### config.mk
export PLATFORM = sky130hd
export DESIGN_NAME = uart_byte_rx_flat
export DESIGN_NICKNAME = d
export VERILOG_FILES = /design/src/rtl/uart_byte_rx_if.sv /design/src/rtl/uart_byte_rx.sv /design/src/flat_wrapper.sv
export SDC_FILE = /design/constraint.sdc
export NUM_CORES = 1
export LEC_CHECK = 0
export CAP_MARGIN = 25
export CORE_AREA = 2 2 77 93
export CTS_BUF_LIST = sky130_fd_sc_hd__clkbuf_4 sky130_fd_sc_hd__clkbuf_8
export CTS_CLUSTER_DIAMETER = 80
export CTS_CLUSTER_SIZE = 10
export DETAILED_ROUTE_END_ITERATION = 10
export DIE_AREA = 0 0 79 95
export PLACE_DENSITY = 0.7
export SYNTH_ARGS = -nofsm -noshare
export SYNTH_HDL_FRONTEND = slang
export SYNTH_SLANG_ARGS = --single-unit
### constraint.sdc
create_clock -name clk -period 6.1 [get_ports clk]
set_clock_uncertainty 0.15 [all_clocks]
set_input_delay 1.22 -clock clk [delete_from_list [all_inputs] [get_ports clk]]
set_output_delay 1.22 -clock clk [all_outputs]
set_load 0.005 [all_outputs]
### src/rtl/uart_byte_rx_if.sv
// Byte handshake between uart_byte_rx (master, data source) and its consumer.
interface uart_byte_rx_if #(
  parameter int DATA_BITS = 8
);
  logic [DATA_BITS-1:0] rx_data;
  logic                 rx_valid;
  logic                 rx_ready;

  modport master (output rx_data, output rx_valid, input rx_ready);
  modport slave  (input rx_data, input rx_valid, output rx_ready);
endinterface

### src/rtl/uart_byte_rx.sv
// uart_byte_rx: 8N1 serial receiver with mid-bit sampling, valid/ready byte
// output, framing and overrun flags. Bit timing comes from bit_period, latched
// (and clamped to MIN_PERIOD) at each start edge.
// Optional even-parity bit between data and stop: define UART_RX_PARITY_EN.
module uart_byte_rx #(
  parameter int DATA_BITS  = 8,
  parameter int BP_WIDTH   = 14,
  parameter int MIN_PERIOD = 4
) (
  input  logic                clk,
  input  logic                n_rst,
  input  logic                serial_in,
  input  logic [BP_WIDTH-1:0] bit_period,
  uart_byte_rx_if.master      rx_if,
  output logic                rx_busy,
  output logic                framing_error,
  output logic                overrun,
  output logic                parity_error
);
  localparam int BC_WIDTH = $clog2(DATA_BITS + 1);
  localparam logic [BP_WIDTH-1:0] ONE   = BP_WIDTH'(1);
  localparam logic [BP_WIDTH-1:0] P_MIN = BP_WIDTH'(MIN_PERIOD);
  localparam logic [BC_WIDTH-1:0] LAST_BIT = BC_WIDTH'(DATA_BITS - 1);

  typedef enum logic [2:0] {IDLE, START, DATA, PARITY, STOP, BREAK} state_t;

  state_t               state_q, state_d;
  logic                 sync1_q, sync2_q, prev_q;
  logic [BP_WIDTH-1:0]  period_q, period_d;
  logic [BP_WIDTH-1:0]  cnt_q, cnt_d;
  logic [BC_WIDTH-1:0]  bits_q, bits_d;
  logic [DATA_BITS-1:0] shift_q, shift_d;
  logic [DATA_BITS-1:0] data_q, data_d;
  logic                 deliver_q, deliver_d;
  logic                 valid_q, valid_d;
  logic                 overrun_q, overrun_d;
  logic                 framing_err_c;
  logic                 line, fall, tick, accept;
  logic [BP_WIDTH-1:0]  period_clamped;
`ifdef UART_RX_PARITY_EN
  logic                 par_q, par_d;
  logic                 parity_err_c;
`endif

  assign line           = sync2_q;
  assign fall           = prev_q & ~line;
  assign tick           = (cnt_q == '0);
  assign period_clamped = (bit_period < P_MIN) ? P_MIN : bit_period;
  assign accept         = valid_q & rx_if.rx_ready;

  // Two-flop synchronizer plus one delayed copy for falling-edge detection.
  always_ff @(posedge clk or negedge n_rst) begin
    if (!n_rst) begin
      sync1_q <= 1'b1;
      sync2_q <= 1'b1;
      prev_q  <= 1'b1;
    end else begin
      sync1_q <= serial_in;
      sync2_q <= sync1_q;
      prev_q  <= sync2_q;
    end
  end

  // Frame FSM next state: bit timing, data shift, stop/parity evaluation.
  always_comb begin
    state_d       = state_q;
    period_d      = period_q;
    cnt_d         = cnt_q;
    bits_d        = bits_q;
    shift_d       = shift_q;
    deliver_d     = 1'b0;
    framing_err_c = 1'b0;
`ifdef UART_RX_PARITY_EN
    par_d         = par_q;
    parity_err_c  = 1'b0;
`endif
    // Counter runs only while timing a bit; a tick reloads a full period.
    if (state_q inside {START, DATA, PARITY, STOP})
      cnt_d = tick ? (period_q - ONE) : (cnt_q - ONE);
    case (state_q)
      IDLE: begin
        if (fall) begin
          // Half-period load puts every later tick at mid-bit.
          period_d = period_clamped;
          cnt_d    = (period_clamped >> 1) - ONE;
          state_d  = START;
        end
      end
      START: begin
        if (tick) begin
          bits_d  = '0;
          state_d = line ? IDLE : DATA;  // high at mid-start is a glitch
        end
      end
      DATA: begin
        if (tick) begin
          shift_d = {line, shift_q[DATA_BITS-1:1]};
          bits_d  = bits_q + BC_WIDTH'(1);
          if (bits_q == LAST_BIT) begin
`ifdef UART_RX_PARITY_EN
            state_d = PARITY;
`else
            state_d = STOP;
`endif
          end
        end
      end
`ifdef UART_RX_PARITY_EN
      PARITY: begin
        if (tick) begin
          par_d   = line;
          state_d = STOP;
        end
      end
`endif
      STOP: begin
        if (tick) begin
          // Returning to IDLE at mid-stop lets the next start edge be caught
          // without any idle gap.
          if (!line) begin
            framing_err_c = 1'b1;
            state_d       = BREAK;
`ifdef UART_RX_PARITY_EN
          end else if (par_q != ^shift_q) begin
            parity_err_c = 1'b1;
            state_d      = IDLE;
`endif
          end else begin
            deliver_d = 1'b1;
            state_d   = IDLE;
          end
        end
      end
      BREAK: begin
        if (line) state_d = IDLE;
      end
      default: state_d = IDLE;
    endcase
  end

  // Output handshake: a delivery always wins over a same-cycle accept.
  always_comb begin
    valid_d   = deliver_q | (valid_q & ~accept);
    overrun_d = ~accept & (overrun_q | (deliver_q & valid_q));
    data_d    = deliver_q ? shift_q : data_q;
  end

  // State and datapath registers.
  always_ff @(posedge clk or negedge n_rst) begin
    if (!n_rst) begin
      state_q   <= IDLE;
      period_q  <= P_MIN;
      cnt_q     <= '0;
      bits_q    <= '0;
      shift_q   <= '0;
      data_q    <= '0;
      deliver_q <= 1'b0;
      valid_q   <= 1'b0;
      overrun_q <= 1'b0;
`ifdef UART_RX_PARITY_EN
      par_q     <= 1'b0;
`endif
    end else begin
      state_q   <= state_d;
      period_q  <= period_d;
      cnt_q     <= cnt_d;
      bits_q    <= bits_d;
      shift_q   <= shift_d;
      data_q    <= data_d;
      deliver_q <= deliver_d;
      valid_q   <= valid_d;
      overrun_q <= overrun_d;
`ifdef UART_RX_PARITY_EN
      par_q     <= par_d;
`endif
    end
  end

  assign rx_if.rx_data  = data_q;
  assign rx_if.rx_valid = valid_q;
  assign rx_busy        = (state_q != IDLE);
  assign framing_error  = framing_err_c;
  assign overrun        = overrun_q;
`ifdef UART_RX_PARITY_EN
  assign parity_error   = parity_err_c;
`else
  assign parity_error   = 1'b0;
`endif

endmodule

### src/flat_wrapper.sv
// flat-port wrapper written by rule: the top's interface ports become plain ports
module uart_byte_rx_flat 
#(
  parameter int DATA_BITS  = 8,
  parameter int BP_WIDTH   = 14,
  parameter int MIN_PERIOD = 4
)
  (clk, n_rst, serial_in, bit_period, rx_busy, framing_error, overrun, parity_error, rx_if_rx_data, rx_if_rx_valid, rx_if_rx_ready);
  uart_byte_rx_if #(.DATA_BITS(DATA_BITS)) rx_if_i ();
  input  logic clk;
  input  logic n_rst;
  input  logic serial_in;
  input  logic [BP_WIDTH-1:0] bit_period;
  output logic rx_busy;
  output logic framing_error;
  output logic overrun;
  output logic parity_error;
  output wire logic [$bits(rx_if_i.rx_data)-1:0] rx_if_rx_data;
  output wire logic [$bits(rx_if_i.rx_valid)-1:0] rx_if_rx_valid;
  input wire logic [$bits(rx_if_i.rx_ready)-1:0] rx_if_rx_ready;
  assign rx_if_rx_data = rx_if_i.rx_data;
  assign rx_if_rx_valid = rx_if_i.rx_valid;
  assign rx_if_i.rx_ready = rx_if_rx_ready;
  uart_byte_rx #(.DATA_BITS(DATA_BITS), .BP_WIDTH(BP_WIDTH), .MIN_PERIOD(MIN_PERIOD)) u_core (.clk(clk), .n_rst(n_rst), .serial_in(serial_in), .bit_period(bit_period), .rx_if(rx_if_i), .rx_busy(rx_busy), .framing_error(framing_error), .overrun(overrun), .parity_error(parity_error));
endmodule
After elaboration in Yosys (flattened, before gate mapping)
Index checks and enable logic that the tools add are counted.
{ "word_totals": {"output_inout_bits": 13, "register_bits": 57} }
{ "classes": {"add_sub_neg": 4, "n_eq_ne": 12, "n_lt_le_gt_ge": 1, "mux": 23, "n_bitwise": 9, "reduce_logical": 9} }
{ "op_table": {"columns": ["op", "count"], "rows": [
  ["$mux W14", 5],
  ["$sub A14 B1 Y14 const B", 2],
  ["$mux W3", 7],
  ["$pmux W3 S5", 1],
  ["$logic_not A14 Y1", 1],
  ["$lt A14 B3 Y1 const B", 1],
  ["$sub A13 B1 Y14 const B", 1],
  ["$ne A2 B1 Y1 const B", 5],
  ["$mux W4", 2],
  ["$pmux W4 S2", 1],
  ["$eq A3 B2 Y1 const B", 2],
  ["$eq A3 B3 Y1 const B", 2],
  ["$mux W1", 6],
  ["$reduce_and A6 Y1", 1],
  ["$and A1 B1 Y1", 5],
  ["$add A4 B1 Y4 const B", 1],
  ["$eq A4 B3 Y1 const B", 1],
  ["$reduce_and A2 Y1", 2],
  ["$reduce_bool A4 Y1", 1],
  ["$eq A3 B1 Y1 const B", 1],
  ["$logic_not A3 Y1", 1],
  ["$reduce_and A3 Y1", 1],
  ["$reduce_bool A3 Y1", 1],
  ["$mux W2", 1],
  ["other kinds (4)", 6]
]} }

Longest topological paths before layout
Gate-level depths: netlist of run 1.
{ "logic_depth": {"ltp_word": 5, "depth_mapped": 12} }

Worst setup path before layout of run 1
Ideal clock, no wire load.
{ "synth_path": {"path_kind": "input to register", "startpoint": "in bit_period[8]", "endpoint": "reg u_core.cnt_q[12]", "t_required_ps": 5830, "setup_time_ps": 120, "setup_slack_ps": 2081, "path_stages": 11, "t_arrival_ps": 3749, "path_cell_list": "or4_1 > buf_2 > nor4_1 > nand2b_1 > nand2_1 > ha_1 > or4b_1 > nor3_1 > xnor2_1 > nor2_1 > a31o_1"} }
{ "synth_via": {"elab_chain_cells": 5} }
{ "synth_rtl": {"columns": ["item", "line_no", "text"], "rows": [
  ["start, declared", "flat_wrapper.sv:13", "input logic [BP_WIDTH-1:0] bit_period;"],
  ["$lt A14 B3 Y1", "uart_byte_rx.sv:48", "assign period_clamped = (bit_period < P_MIN) ? P_MIN : bit_period;"],
  ["$mux W14 *", "uart_byte_rx.sv:48", null],
  ["$sub A13 B1 Y14 *", "uart_byte_rx.sv:85", "cnt_d = (period_clamped >> 1) - ONE;"],
  ["$mux W14 *", "uart_byte_rx.sv:82", "if (fall) begin"],
  ["$mux W14 *", "uart_byte_rx.sv:80", "case (state_q)"],
  ["net u_core.cnt_d[12]", "uart_byte_rx.sv:30", "logic [BP_WIDTH-1:0] cnt_q, cnt_d;"],
  ["end signal, assigned", "uart_byte_rx.sv:166", "cnt_q <= cnt_d;"],
  ["end, declared", "uart_byte_rx.sv:30", null]
]} }
The timed path passes the listed nets; every way through them passes the cells marked *.
A chain may end at the register's enable or synchronous reset.

Worst setup path after layout of run 1
{ "layout_path": {"startpoint": "in bit_period[7]", "endpoint": "reg u_core.cnt_q[12]"} }
Same word-level chain as after synthesis.

==> results of run 1 <==
==> power by group through the flow <==
stage	clock (µW)	sequential, µW	combinational [µW]
floorplan	0	563	312
global placement	0	611	370
detailed placement	0	614	380
CTS	368	607	383
global route	389	628	434
finish	360	611	382
==> state kept, by name (all words and copies together) (netlist names) <==
signal	count
u_core.state_q	3
u_core.deliver_q	1
u_core.rx_if.rx_data	8
u_core.line	1
u_core.cnt_q	14
u_core.bits_q	4
u_core.sync1_q	1
u_core.shift_q	8
u_core.prev_q	1
u_core.period_q	14
u_core.rx_if.rx_valid	1
u_core.overrun	1
==> layout by cell type, fill, tap and decap left out, types with 6 or more instances in the layout <==
| cell type | count |
|---|---|
| a21oi_1 | 16 |
| a22oi_1 | 6 |
| clkbuf_8 | 9 |
| clkdlybuf4s50_1 | 28 |
| dfrtp_1 | 53 |
| mux2_1 | 8 |
| mux2_2 | 8 |
| nand2_1 | 50 |
| nand2b_1 | 6 |
| nand3_1 | 7 |
| nor2_1 | 19 |
| nor3_1 | 14 |
| nor4_1 | 10 |
| o21ai_0 | 10 |
| o21ai_1 | 7 |
| or3_1 | 9 |
==> through the flow <==
stage               hold slack (ns)  cell area, µm²  instances  power [µW]  setup slack, ns
floorplan                     0.195            3220        345         875             2.08
global placement              0.199            3550        444         981             1.37
detailed placement            0.200            3550        444         994             1.31
CTS                           0.210            3760        460        1360             1.68
global route                  0.217            3760        460        1450             1.45
finish                        0.208            3760        460        1350             1.68
==> worst max-delay path: cells and delay by family <==
family,cells,cell delay [ns]
buffers and inverters,1,0.48
XOR/XNOR,1,0.14
AND/OR/NAND/NOR,7,2.31
AO/OA/AOI/OAI,1,0.19
adder cells (fa/ha/maj),1,0.17
==> layout make-up <==
type	count	area [µm²]
clock inverters	7	77.6
repair buffers	32	308
inverters	5	18.8
flip-flops and latches	57	1430
well taps	87	109
clock buffers	9	124
multi-input cells	263	1690
fillers	616	2930
==> metal layers <==
layer / routed length [µm] / global-route usage, %
met5: 0 / 0
met4: 208 / 11.1
met3: 358 / 4.21
met2: 3590 / 35.0
met1: 3080 / 27.2
==> worst max-delay path by stage <==
| stage | endpoint | depth (start not counted) |
|---|---|---|
| floorplan | u_core.cnt_q[12]$_DFF_PN0_ | 11 |
| global placement | u_core.cnt_q[12]$_DFF_PN0_ | 11 |
| detailed placement | u_core.cnt_q[12]$_DFF_PN0_ | 11 |
| CTS | u_core.cnt_q[12]$_DFF_PN0_ | 11 |
| global route | u_core.cnt_q[10]$_DFF_PN0_ | 11 |
| finish | u_core.cnt_q[12]$_DFF_PN0_ | 11 |
==> cells by family after synthesis <==
family	synth area share [%]
simple gates	23.2
compound gates	19.9
flops	44.4
buf+inv	3.26
mux	6.83
xor+xnor	1.09
fa+ha+maj	1.16
other cells	0.116
==> flow_metrics.py, run 1 <==
metrics = {
    "drt": {
        "viasPerCell": 6.10,
        "routed_wl_um": 7230,
        "vias": 2805,
        "route.detailed.drc": 0,
        "ant_nets": 0,
        "drtIter0Drc": 168,
        "first_pass_iters": 4,
        "routedWlPerCell_um": 15.7,
    },
    "global_route": {
        "antenna_found_initial": 0,
        "grt_start_max_net_pins": 58,
        "grt_pass1_vias": 2679,
        "grt_pass1_wl_um": 12500,
        "gr-total-overflow": 0,
        "grt_usage_pct": 21.5,
    },
    "timing": {
        "fmax_ghz": 0.226,
        "maxSlewHeadroom_pct": 44.4,
        "hold_violations": 0,
        "finalCritPeriodShare_pct": 72.5,
        "tns_ns": 0,
        "slew_violations": 0,
        "rsz0062_at_grt": "no",
        "tightest_slew_ns": 0.835,
        "period_needed_ns": 4.42,
        "setup_viol": 0,
    },
    "synth": {
        "synth_commonest_cells": "53 x dfrtp_1, 50 x nand2_1, 19 x nor2_1",
        "synth_area_leaders": "dfrtp_1 41%, nand2_1 5.8%, dfstp_2 3.3%",
        "synth.avg_cell_area_um2": 9.35,
        "syn_nets": 366,
        "yosysWarnings": 0,
        "yosys.cell_count.top_type": "dfrtp_1",
        "yosysTopAreaCell": "dfrtp_1",
        "synth.distinct_cells": 64,
        "syn-instance-count": 345,
        "synth.cell_area_um2": 3220,
        "synth_ff_type": "dfrtp_1",
        "synth-edff-count": 0,
        "async_flop_share_pct": 100,
        "synth_top_area_share_pct": 41.1,
        "yosysSeqAreaShare_pct": 44.4,
        "yosys_register_bits": 57,
    },
    "pwr": {
        "ir_worst_vdd_uv": 168,
        "p_int_uw": 840,
        "p_seq_share_pct": 45.1,
        "pwr-share-clk_pct": 26.6,
        "power_density_nw_per_um2": 360,
        "netSwitchingFraction_pct": 37.9,
        "power_frac_comb_pct": 28.3,
        "p_switching_uw": 513,
        "p_leak_uw": 0.00158,
    },
    "clock_tree": {
        "h-tree-depth": 3,
        "tritoncts": "done",
        "cts_resized": 0,
        "clockBufferDepth": 2,
        "clk_pin_slew_worst_paths_ns": 0.07,
        "postCtsSetupBuffers": 0,
        "cts_sinks": 57,
        "cts_hold_buf": 0,
        "cts_root_buf": "clkbuf_8",
        "cts_made_buffers": 9,
        "clk_latency_ns": 0.34,
    },
    "flow_run": {
        "maxCapViolations": 0,
    },
    "critical_path": {
        "rr_worst_depth": 9,
        "r2r_start": "u_core.cnt_q[5]$_DFF_PN0_",
        "crit_required_ns": 6.19,
        "slowest_stage": "or4_1",
        "critPathKind": "in2reg",
        "rrSetupSlack_ns": 2.82,
        "slowest_delay_ns": 0.66,
        "start_kind": "input port",
        "arrival_ns": 4.51,
        "crit_start": "bit_period[7]",
        "crit_path_end_kind": "flop",
        "path_max_fanout": 7,
        "crit_chain": "clkdlybuf4s50_1, or4_1, nor4_1, nand2b_1, nand2_1, ha_1, or4b_1, nor3_1, xnor2_1, nor2_1, a31o_1",
        "r2r_end": "u_core.cnt_q[12]$_DFF_PN0_",
    },
    "final_layout": {
        "antenna_cells": 0,
        "syn2layout_area_growth_pct": 16.5,
        "final_nets": 389,
        "fin_util_pct": 56.2,
        "drive_above_1_share_pct": 11.0,
    },
    "floorplanning": {
        "core-area_um2": 6690,
        "num_rows": 33,
        "die_area_um2": 7510,
        "dieHeight_um": 95,
        "fp.dieW_um": 79,
        "initial_core_util_pct": 48.2,
        "ios": 31,
    },
    "place": {
        "io_buffer_count": 29,
        "place.gp.congestion": 0.867,
        "place_hpwl_um": 5140,
    },
    "run_status": {
        "outcome": "finished, final reports clean",
    },
    "hold_path": {
        "worstHoldEndpoint": "u_core.line$_DFF_PN1_",
        "hold_path.class": "reg2reg",
        "worstHoldStart": "u_core.sync1_q$_DFF_PN1_",
        "hold_depth": 0,
    },
}
(Power assumes the default switching activity.)
==> inputs of run 2 (changes only) <==
==> constraint.sdc (replaced) <==
create_clock -name clk -period 4.25 [get_ports clk]
set_clock_uncertainty 0.15 [all_clocks]
set_input_delay 0.85 -clock clk [delete_from_list [all_inputs] [get_ports clk]]
set_output_delay 0.85 -clock clk [all_outputs]
set_load 0.005 [all_outputs]
==> run 2 against run 1 <==
Worst setup slack worse by 1.3 ns. Non-clock buffer count up 8. Cell count up 1.7%. First-iteration DRC count fell by 24%. Largest power group unchanged. Sequential share of layout area decreased by 0.60 points. Highest routed layer unchanged. Largest cell class unchanged. Critical endpoint unchanged. Final area is 1.6% higher. Worst hold slack improved by 0.0012 ns. Routed wire length rose by 3.1%. Critical path type unchanged.
==> flow_metrics.py, run 2 (synthesis results as in run 1) <==
metrics = {
    "run_status": {
        "outcome": "finished, final reports clean",
    },
    "critical_path": {
        "path_max_fanout": 6,
        "critPathKind": "in2reg",
        "crit_required_ns": 4.34,
        "arrival_ns": 3.96,
        "start_kind": "input port",
        "crit_path_end_kind": "flop",
    },
    "final_layout": {
        "mostFrequentLayoutCells": "53 x dfrtp_1, 50 x nand2_1, 28 x clkdlybuf4s50_1",
        "fin_util_pct": 57.1,
        "fin_cells": 468,
        "final_nets": 397,
        "largestRegisters": "u_core.cnt_q: 14 flops, u_core.period_q: 14 flops",
        "antenna_cells": 0,
        "drive_above_1_share_pct": 12.9,
        "fin_area_um2": 3820,
        "final_common_cell": "dfrtp_1",
        "syn2layout_area_growth_pct": 18.4,
    },
    "timing": {
        "slew_violations": 0,
        "tightest_slew_ns": 0.851,
        "rsz0062_at_grt": "no",
        "maxSlewHeadroom_pct": 43.3,
        "setup_viol": 0,
        "finalCritPeriodShare_pct": 91.0,
        "fmax_ghz": 0.258,
        "timing.hold.ws_ns": 0.210,
        "period_needed_ns": 3.87,
        "hold_violations": 0,
    },
    "floorplanning": {
        "core-area_um2": 6690,
        "dieHeight_um": 95,
        "ios": 31,
        "num_rows": 33,
        "initial_core_util_pct": 48.2,
        "fp.dieW_um": 79,
        "die_area_um2": 7510,
    },
    "drt": {
        "drtIter0Drc": 127,
        "vias": 2837,
        "routedWlPerCell_um": 15.9,
        "wl_met1_um": 3230,
        "viasPerCell": 6.06,
        "route.detailed.drc": 0,
        "ant_nets": 0,
        "wl_met3_um": 320,
        "routed_wl_um": 7460,
        "first_pass_iters": 4,
        "wl_met2_um": 3650,
        "top_layer_used": "met4",
    },
    "flow_run": {
        "maxCapViolations": 0,
    },
    "place": {
        "place.gp.congestion": 0.860,
        "io_buffer_count": 29,
        "place_hpwl_um": 5360,
        "dp.cells": 452,
        "place_area_um2": 3610,
    },
    "clock_tree": {
        "postCtsSetupBuffers": 0,
        "clk_latency_ns": 0.35,
        "cts_hold_buf": 0,
        "cts_resized": 0,
        "h-tree-depth": 3,
        "clk_pin_slew_worst_paths_ns": 0.07,
        "cts_sinks": 57,
        "cts_root_buf": "clkbuf_8",
        "clockBufferDepth": 2,
        "cts_made_buffers": 9,
        "tritoncts": "done",
    },
    "pwr": {
        "p_leak_uw": 0.00162,
        "power_density_nw_per_um2": 512,
        "ir_worst_vdd_uv": 303,
    },
    "global_route": {
        "gr-total-overflow": 0,
        "grt_usage_pct": 22.8,
        "grt_pass1_vias": 2807,
        "antenna_found_initial": 0,
        "grt_start_max_net_pins": 33,
        "grt_pass1_wl_um": 13200,
    },
    "hold_path": {
        "hold_path.class": "reg2reg",
    },
}
[run 2: worst paths after layout]
kind	start	to	slack, ns	cells after the start
max in group asynchronous	n_rst	u_core.prev_q$_DFF_PN1_	2.75	2
min in group asynchronous	n_rst	u_core.rx_if.rx_data[3]$_DFFE_PN0P_	0.34	1
max	bit_period[8]	u_core.cnt_q[12]$_DFF_PN0_	0.38	11
min reg2reg	u_core.sync1_q$_DFF_PN1_	u_core.line$_DFF_PN1_	0.21	0
max reg2reg	u_core.cnt_q[9]$_DFF_PN0_	u_core.cnt_q[12]$_DFF_PN0_	0.96	9
min	u_core.sync1_q$_DFF_PN1_	u_core.line$_DFF_PN1_	0.21	0
[run 2: worst max-delay path, stage by stage]
cell and delay (ns):
clkdlybuf4s50_1 0.45, or4_1 0.56, nor4_1 0.43, nand2b_1 0.17, nand2_1 0.11, ha_1 0.17, or4b_1 0.55, nor3_1 0.27
xnor2_1 0.15, nor2_1 0.05, a31o_1 0.20
[run 2: through the flow]
step | total power (µW) | setup WS (ns) | TNS, ns
6_report | 1950 | 0.381 | 0
3_5_place_dp | 1430 | -0.0160 | -0.0295
3_3_place_gp | 1410 | 0.0786 | 0
4_1_cts | 1960 | 0.357 | 0
2_1_floorplan | 1260 | 0.601 | 0
5_1_grt | 2090 | 0.125 | 0
[run 2: report_power, final]
group          internal (µW)  switching, µW
sequential               677            200
combinational            256            299
clock                    275            245
total                   1210            744
[run 2: area by class of cell]
class                   count  area, µm²
flip-flops and latches     57       1430
fillers                   625       2870
clock buffers               9        124
multi-input cells         263       1690
inverters                   5       18.8
well taps                  87        109
clock inverters             7       77.6
repair buffers             40        368
[run 2: per-layer routing]
metal / GRT usage, % / vias up
met5: 0 / -
met4: 11.8 / 0
met3: 4.68 / 22
met2: 37.1 / 87
met1: 28.6 / 1363
li1: - / 1365
